===== src/rtl/mmap_apb_bridge.sv =====
// Memory-mapped to APB bridge: decodes a 32 KB window into eight 4 KB APB slaves
// and runs one APB transfer at a time with an access-phase timeout.
module mmap_apb_bridge #(
  parameter logic [31:0] BASE_ADDR = 32'h0300_0000,
  parameter int          TIMEOUT   = 255
) (
  input  logic         clk_i,
  input  logic         rst_i,
  input  logic         mmap_valid_i,
  input  logic [31:0]  mmap_addr_i,
  input  logic [31:0]  mmap_wdata_i,
  input  logic [3:0]   mmap_wstrb_i,
  output logic [31:0]  mmap_rdata_o,
  output logic         mmap_ready_o,
  output logic [11:0]  apb_paddr_o,
  output logic [31:0]  apb_pwdata_o,
  output logic         apb_pwrite_o,
  output logic [3:0]   apb_pstrb_o,
  output logic [7:0]   apb_psel_o,
  output logic         apb_penable_o,
  input  logic [255:0] apb_prdata_i,
  input  logic [7:0]   apb_pready_i,
  input  logic [7:0]   apb_pslverr_i,
  output logic         err_o,
  output logic [31:0]  err_addr_o
);

  localparam logic [1:0] IDLE   = 2'd0;
  localparam logic [1:0] SETUP  = 2'd1;
  localparam logic [1:0] ACCESS = 2'd2;
  localparam logic [1:0] RESP   = 2'd3;

  localparam logic [7:0] LAST_CNT = 8'(TIMEOUT - 1);

  logic [1:0]  state;
  logic [31:0] addr_q;
  logic [31:0] wdata_q;
  logic [3:0]  wstrb_q;
  logic [2:0]  slot_q;
  logic [7:0]  cnt;
  logic        err_q;
  logic [31:0] rdata_q;

  logic        hit;
  logic        sel_ready;
  logic        sel_err;
  logic [31:0] sel_rdata;

  assign hit       = (mmap_addr_i[31:15] == BASE_ADDR[31:15]);
  assign sel_ready = apb_pready_i[slot_q];
  assign sel_err   = apb_pslverr_i[slot_q];
  assign sel_rdata = apb_prdata_i[{slot_q, 5'b0} +: 32];

  always_ff @(posedge clk_i) begin
    if (rst_i) begin
      state      <= IDLE;
      addr_q     <= '0;
      wdata_q    <= '0;
      wstrb_q    <= '0;
      slot_q     <= '0;
      cnt        <= '0;
      err_q      <= 1'b0;
      rdata_q    <= '0;
      err_addr_o <= '0;
    end else begin
      case (state)
        IDLE: begin
          if (mmap_valid_i) begin
            addr_q  <= mmap_addr_i;
            wdata_q <= mmap_wdata_i;
            wstrb_q <= mmap_wstrb_i;
            slot_q  <= mmap_addr_i[14:12];
            cnt     <= '0;
            rdata_q <= '0;
            if (hit) begin
              err_q <= 1'b0;
              state <= SETUP;
            end else begin
              // Decode misses never touch the APB side.
              err_q      <= 1'b1;
              err_addr_o <= mmap_addr_i;
              state      <= RESP;
            end
          end
        end
        SETUP: begin
          cnt   <= '0;
          state <= ACCESS;
        end
        ACCESS: begin
          if (sel_ready) begin
            err_q   <= sel_err;
            rdata_q <= (sel_err || (|wstrb_q)) ? 32'h0 : sel_rdata;
            if (sel_err) err_addr_o <= addr_q;
            state <= RESP;
          end else if (cnt == LAST_CNT) begin
            err_q      <= 1'b1;
            rdata_q    <= '0;
            err_addr_o <= addr_q;
            state      <= RESP;
          end else begin
            cnt <= cnt + 8'd1;
          end
        end
        default: begin
          state <= IDLE;
        end
      endcase
    end
  end

  // APB outputs come straight from the latched request so they stay stable
  // through the whole SETUP/ACCESS pair.
  assign mmap_ready_o  = (state == RESP);
  assign err_o         = (state == RESP) && err_q;
  assign mmap_rdata_o  = (state == RESP) ? rdata_q : 32'h0;
  assign apb_psel_o    = ((state == SETUP) || (state == ACCESS)) ? (8'b1 << slot_q) : 8'h00;
  assign apb_penable_o = (state == ACCESS);
  assign apb_paddr_o   = addr_q[11:0];
  assign apb_pwdata_o  = wdata_q;
  assign apb_pwrite_o  = |wstrb_q;
  assign apb_pstrb_o   = wstrb_q;

endmodule


===== config.mk =====
export PLATFORM = sky130hd
export DESIGN_NAME = mmap_apb_bridge
export DESIGN_NICKNAME = d
export VERILOG_FILES = /design/src/rtl/mmap_apb_bridge.sv
export SDC_FILE = /design/constraint.sdc
export NUM_CORES = 1
export LEC_CHECK = 0
export CORE_AREA = 3 3 181 183
export DETAILED_ROUTE_END_ITERATION = 8
export DIE_AREA = 0 0 184 186
export SETUP_SLACK_MARGIN = 0.4
export SLEW_MARGIN = 5
export SYNTH_ARGS = -nofsm -noshare
export SYNTH_HDL_FRONTEND = slang
export SYNTH_SLANG_ARGS = --single-unit

===== constraint.sdc =====
create_clock -name clk_i -period 3.35 [get_ports clk_i]
set_input_delay 0.335 -clock clk_i [delete_from_list [all_inputs] [get_ports clk_i]]
set_output_delay 0.335 -clock clk_i [all_outputs]
set_load 0.02 [all_outputs]

==> results of run 1 <==
[state kept, by name, indices dropped and copies added, names as in the netlist]
register      flops
addr_q           32
apb_pstrb_o       4
apb_pwdata_o     32
cnt               8
err_addr_o       32
err_q             1
rdata_q          32
state             2
[through the flow]
stage	setup WS [ns]	cell area, um2	power, mW
finish	0.609	13700	8.14
global route	0.406	13700	8.63
CTS	0.519	13700	8.25
detailed placement	0.275	13100	6.25
global placement	0.311	13100	6.23
floorplan	0.999	8190	4.62
[power groups by stage]
stage | clock, mW | sequential [mW] | combinational [mW]
2_1_floorplan | 0 | 2.57 | 2.05
3_3_place_gp | 0 | 2.36 | 3.87
3_5_place_dp | 0 | 2.36 | 3.89
4_1_cts | 2.02 | 2.33 | 3.90
5_1_grt | 2.09 | 2.37 | 4.17
6_report | 1.95 | 2.32 | 3.86
[per-layer routing]
metal	global-route usage [%]	share of wire, %	vias up	wire length, um
li1	-	-	3871	-
met1	22.8	39	3798	13800
met2	33.2	50	310	17800
met3	6.68	8.5	41	3020
met4	5.41	1.9	10	665
met5	0	0.19	-	68
[Yosys cell counts, types with 2 or more instances]
master | n | area share [%]
nand2_1 | 147 | 6.7
dfxtp_1 | 143 | 35
a21oi_1 | 81 | 4.9
mux2i_1 | 75 | 9.2
mux4_2 | 66 | 18
clkbuf_1 | 48 | 2.2
inv_1 | 37 | 1.7
and2_1 | 34 | 2.6
a41o_1 | 33 | 4.0
o2bb2ai_1 | 32 | 3.4
a21oi_2 | 29 | 3.1
buf_4 | 16 | 1.5
nor2_1 | 13 | 0.60
buf_1 | 10 | 0.46
buf_2 | 10 | 0.61
or3_1 | 8 | 0.61
nand2b_1 | 6 | 0.46
buf_6 | 5 | 0.69
ha_1 | 5 | 0.76
nand3_1 | 3 | 0.18
nand4_1 | 3 | 0.23
nor3_1 | 3 | 0.18
nor4_1 | 3 | 0.23
and4_1 | 2 | 0.21
mux2_2 | 2 | 0.27
o21ai_0 | 2 | 0.12
o21ai_1 | 2 | 0.12
o32ai_1 | 2 | 0.21
or4_1 | 2 | 0.18
[cell families (layout without fill, tap and decap cells)]
family	count (synthesis)	after routing	share of synthesized area, %
compound gates	188	189	16.6
fa+ha+maj	5	5	0.764
buf+inv	127	551	7.16
flops	143	143	34.9
mux	143	143	27.6
other cells	0	3	0
simple gates	231	231	12.9
[area by class of cell]
| class | instances | area, um2 |
|---|---|---|
| Timing Repair Buffer | 481 | 4810 |
| Fill cell | 2997 | 17700 |
| Inverter | 38 | 143 |
| Antenna cell | 3 | 7.51 |
| Tap cell | 402 | 503 |
| Clock buffer | 23 | 520 |
| Clock inverter | 9 | 91.3 |
| Multi-Input combinational cell | 568 | 4780 |
| Sequential cell | 143 | 2870 |
[worst max path at each step]
stage / to / slack, ns / cells past startpoint
floorplan: err_addr_o[0]$_SDFFE_PP0P_ / 1.0 / 9
global placement: err_addr_o[31]$_SDFFE_PP0P_ / 0.31 / 7
detailed placement: err_addr_o[31]$_SDFFE_PP0P_ / 0.27 / 7
CTS: err_addr_o[9]$_SDFFE_PP0P_ / 0.52 / 7
global route: err_addr_o[4]$_SDFFE_PP0P_ / 0.41 / 7
finish: err_addr_o[31]$_SDFFE_PP0P_ / 0.61 / 6
==> impl_metrics.toml, run 1 <==
[sta]
fin_setup_tns_ns = 0
rsz0062_at_grt = "false"
worstMarginPinSlew_ns = 0.929
maxSlewHeadroom_pct = 37.5
fin_worst_skew_ns = 0.0136
hold_slack_ns = 0.430
setup_viol = 0
drv_slew = 0
period_minus_slack_ns = 2.74
hold_violations = 0
max_freq_ghz = 0.365
fin_crit_sh_pct = 81.8

[power]
pwr-share-seq_pct = 28.5
switchingPower_mw = 3.09
worst_ir_drop_vdd_uv = 431
powerDensity_nw_per_um2 = 593
p_leak_nw = 4.83
pwr-share-clk_pct = 24.0
pwr-share-comb_pct = 47.5
internal_power_mw = 5.05
netSwitchingFraction_pct = 38.0

[global_routing]
grt_pass1_vias = 8011
antenna_found_initial = 8
grt_pass1_wl_um = 49600
grt_usage_pct = 19.2
grt_max_degree = 69
grt_overflow = 0

[critical_path]
path_delay_family = "multiplexers"
end_kind = "flip-flop"
crit_buf_inv = 1
regToRegSetupSlack_ns = 0.61
reg2reg_from = "addr_q[13]$_SDFFE_PP0P_"
cp-startpoint = "addr_q[13]$_SDFFE_PP0P_"
reg2regPathDepth = 6
cp_max_fo = 27
timing.rr.end = "err_addr_o[31]$_SDFFE_PP0P_"
worstPathArrival_ns = 3.05
crit_path_cell_trace = "mux4_2, mux2i_1, or4b_1, nand3_2, buf_12, a21oi_1"
cp-start-kind = "flip-flop"
cp_slowest_cell = "dfxtp_4"
crit_type = "reg -> reg"
cp.required_ns = 3.66
critical_path.max_stage_delay_ns = 0.58

[synth]
seq_area_frac_synth_pct = 34.9
syn_inst = 837
ys_ff_latch = 143
synth_warnings = 0
yosysUniqueCellTypes = 44
synthesis.nets = 1185
ys.flop_type = "dfxtp_1"
synthArstFlopShare_pct = 0
synth_area_um2 = 8190
synth-edff-count = 0
avgSynthCellArea_um2 = 9.79

[cells_and_area]
final_util_pct = 43.7
mostFrequentLayoutCell = "clkdlybuf4s50_1"
mostFrequentLayoutCells = "clkdlybuf4s50_1, nand2_1, dfxtp_1, a21oi_1, mux2i_1"
nets = 1597
syn_to_final_growth_pct = 67.6
instances_no_fill = 1667
drive_gt1_share_pct = 12.3

[drt]
drt-initial-drc-count = 359
wl_um = 35400
viasPerCell = 4.82
drc = 0
wire_per_inst_um = 21.2
detail-route-antenna-nets = 0
num_vias = 8030
drtPass1Iterations = 6

[cts]
cts-root-buf = "clkbuf_16"
cts_resized = 0
clock_path_buffers = 2
clk_pin_slew_ns = 0.07
cts-htree-levels = 4
cts_tree = "yes"
clock_sinks = 143
cts_hold_buffers = 0
clk_latency_ns = 0.42
numCtsBuffers = 17
cts_setup_buffers = 0

[place]
routabilityCongestion = 0.811
hpwl_um = 27000
dp.cells = 1631
port_buffers = 466

[hold_path]
min_from = "rst_i"
hp-class = "in -> reg"
hold_path_depth = 2
whs_endpoint = "apb_pwdata_o[31]$_SDFFE_PP0P_"

[job]
maxCapViolations = 0

[outcome]
run_status = "complete, no violations"

[die]
num_rows = 65
fp.dieH_um = 186
num_io_pins = 467
start_util_pct = 26.1
core_area_um2 = 31400
die-area_um2 = 34200
die_x_um = 184
(Power assumes the default switching activity.)
==> run 2: changes to the inputs <==
--- a/config.mk
+++ b/config.mk
@@ -5,9 +5,9 @@
 export SDC_FILE = /design/constraint.sdc
 export NUM_CORES = 1
 export LEC_CHECK = 0
-export CORE_AREA = 3 3 181 183
+export CORE_AREA = 3 3 182 184
 export DETAILED_ROUTE_END_ITERATION = 8
-export DIE_AREA = 0 0 184 186
+export DIE_AREA = 0 0 185 187
 export SETUP_SLACK_MARGIN = 0.4
 export SLEW_MARGIN = 5
 export SYNTH_ARGS = -nofsm -noshare
==> constraint.sdc (replaced) <==
create_clock -name clk_i -period 2.4 [get_ports clk_i]
set_input_delay 0.24 -clock clk_i [delete_from_list [all_inputs] [get_ports clk_i]]
set_output_delay 0.24 -clock clk_i [all_outputs]
set_load 0.02 [all_outputs]
==> run 2 against run 1 <==
Non-clock buffer count grew 30. Hold slack got worse by 0.11 ns. Combinational power up 60%. Sequential share of layout area down 0.97 points. Global-route usage is 0.97 points higher. Die area is 1.1% higher. Fmax increased by 22%. Clock-buffer cell count shrank 5. Critical path depth rose by 1. Critical endpoint is now err_addr_o[1]$_SDFFE_PP0P_. Largest cell class unchanged.
==> impl_metrics.toml, run 2 (synthesized netlist as in run 1, its figures left out) <==
[drt]
viasPerCell = 4.83
drc = 0
wire_per_inst_um = 21.9
detail-route-antenna-nets = 0
wl_um = 37100
drtPass1Iterations = 5
num_vias = 8184
drt-initial-drc-count = 523

[critical_path]
worstPathArrival_ns = 2.60
cp_max_fo = 8
cp-start-kind = "flip-flop"
crit_type = "reg -> reg"
end_kind = "flip-flop"
cp.required_ns = 2.76

[cells_and_area]
mostFrequentLayoutCell = "clkdlybuf4s50_1"
mostFrequentLayoutCells = "clkdlybuf4s50_1, nand2_1, dfxtp_1, a21oi_1, mux2i_1"
nFillCells = 2983
instances_no_fill = 1695
final_area_um2 = 14400
drive_gt1_share_pct = 17.9
syn_to_final_growth_pct = 75.9
nets = 1626
final_util_pct = 45.7
register_area_um2 = 2870
multi_input_area_um2 = 4950

[sta]
rsz0062_at_grt = "true"
setup_viol = 0
max_freq_ghz = 0.445
drv_slew = 0
hold_violations = 0
hold_slack_ns = 0.318
layout_setup_ws_ns = 0.154
maxSlewHeadroom_pct = 47.2
period_minus_slack_ns = 2.25
worstMarginPinSlew_ns = 0.793
fin_worst_skew_ns = 0.0174
fin_setup_tns_ns = 0
fin_crit_sh_pct = 93.6

[place]
port_buffers = 466
dpl_cell_area_um2 = 13400
routabilityCongestion = 0.810
dp_slack_ns = -0.154
dp.cells = 1647
hpwl_um = 27500

[cts]
cts-htree-levels = 4
clk_pin_slew_ns = 0.07
cts-root-buf = "clkbuf_16"
numCtsBuffers = 17
cts_tree = "yes"
clk_latency_ns = 0.42
clock_sinks = 143
clock_path_buffers = 2
cts_hold_buffers = 0

[global_routing]
antenna_found_initial = 5
grt_usage_pct = 20.2
grt_pass1_vias = 8269
grt_use_met1_pct = 23.9
grtUsageMet2_pct = 36.1
top_usage_layer = "met2"
grt_max_degree = 69
met3_usage_pct = 6.34
grt_pass1_wl_um = 53200
grt_overflow = 0

[outcome]
run_status = "complete, no violations"

[die]
core_area_um2 = 31600
start_util_pct = 26.0
fp.dieH_um = 187
die_x_um = 185
num_io_pins = 467
num_rows = 65
die-area_um2 = 34600

[power]
powerDensity_nw_per_um2 = 844
total_power_mw = 12.2
worst_ir_drop_vdd_uv = 588
p_leak_nw = 5.29

[hold_path]
hp-class = "in -> reg"

[job]
maxCapViolations = 0
[run 2: layout make-up]
type | count | share of cell area, %
Timing Repair Buffer | 511 | 37.0
Multi-Input combinational cell | 567 | 34.4
Sequential cell | 143 | 19.9
Tap cell | 402 | 3.49
Clock buffer | 18 | 2.98
Clock inverter | 14 | 1.19
Inverter | 38 | 0.990
Antenna cell | 2 | 0.0347
[run 2: worst paths after layout]
| path | slack (ns) | cells after the start | from | to |
|---|---|---|---|---|
| worst max-delay path | 0.15 | 7 | addr_q[13]$_SDFFE_PP0P_ | err_addr_o[1]$_SDFFE_PP0P_ |
| worst min-delay path | 0.32 | 2 | rst_i | addr_q[0]$_SDFFE_PP0P_ |
| worst max register to register | 0.15 | 7 | addr_q[13]$_SDFFE_PP0P_ | err_addr_o[1]$_SDFFE_PP0P_ |
| worst min register to register | 0.45 | 2 | err_addr_o[12]$_SDFFE_PP0P_ | err_addr_o[12]$_SDFFE_PP0P_ |
[run 2: metal layers]
layer  vias up  wire (um)
li1       3923          -
met5         -         13
met2       287      19100
met4         2        427
met1      3951      14600
met3        21       2990
[run 2: where the power goes]
part | switching (mW) | internal (mW) | total, mW
clock network | 1.27 | 1.50 | 2.77
registers | 0.332 | 2.88 | 3.21
logic | 3.12 | 3.07 | 6.19
[run 2: worst max-delay path, cell delays in order (launching register included)]
cell and delay [ns]:
dfxtp_4 0.38, mux4_2 0.53, mux2i_4 0.17, or4b_4 0.50
buf_12 0.17, clkbuf_16 0.16, a41o_1 0.18, a21oi_2 0.09
[run 2: repair_timing]
action                                  in CTS  in global routing
resized for setup                           79                 41
endpoints found under the setup margin     106                106
gates cloned                                 4                  4
setup buffers                                4                  2
pin swaps                                    3                  3
==> run 3: changes to the inputs <==
--- a/config.mk
+++ b/config.mk
@@ -8,6 +8,7 @@
 export CORE_AREA = 3 3 182 184
 export DETAILED_ROUTE_END_ITERATION = 8
 export DIE_AREA = 0 0 185 187
+export GPL_TIMING_DRIVEN = 1
 export SETUP_SLACK_MARGIN = 0.4
 export SLEW_MARGIN = 5
 export SYNTH_ARGS = -nofsm -noshare
==> results of run 3 <==
Same layout as run 2: the final DEF is identical, and so are final timing and power.
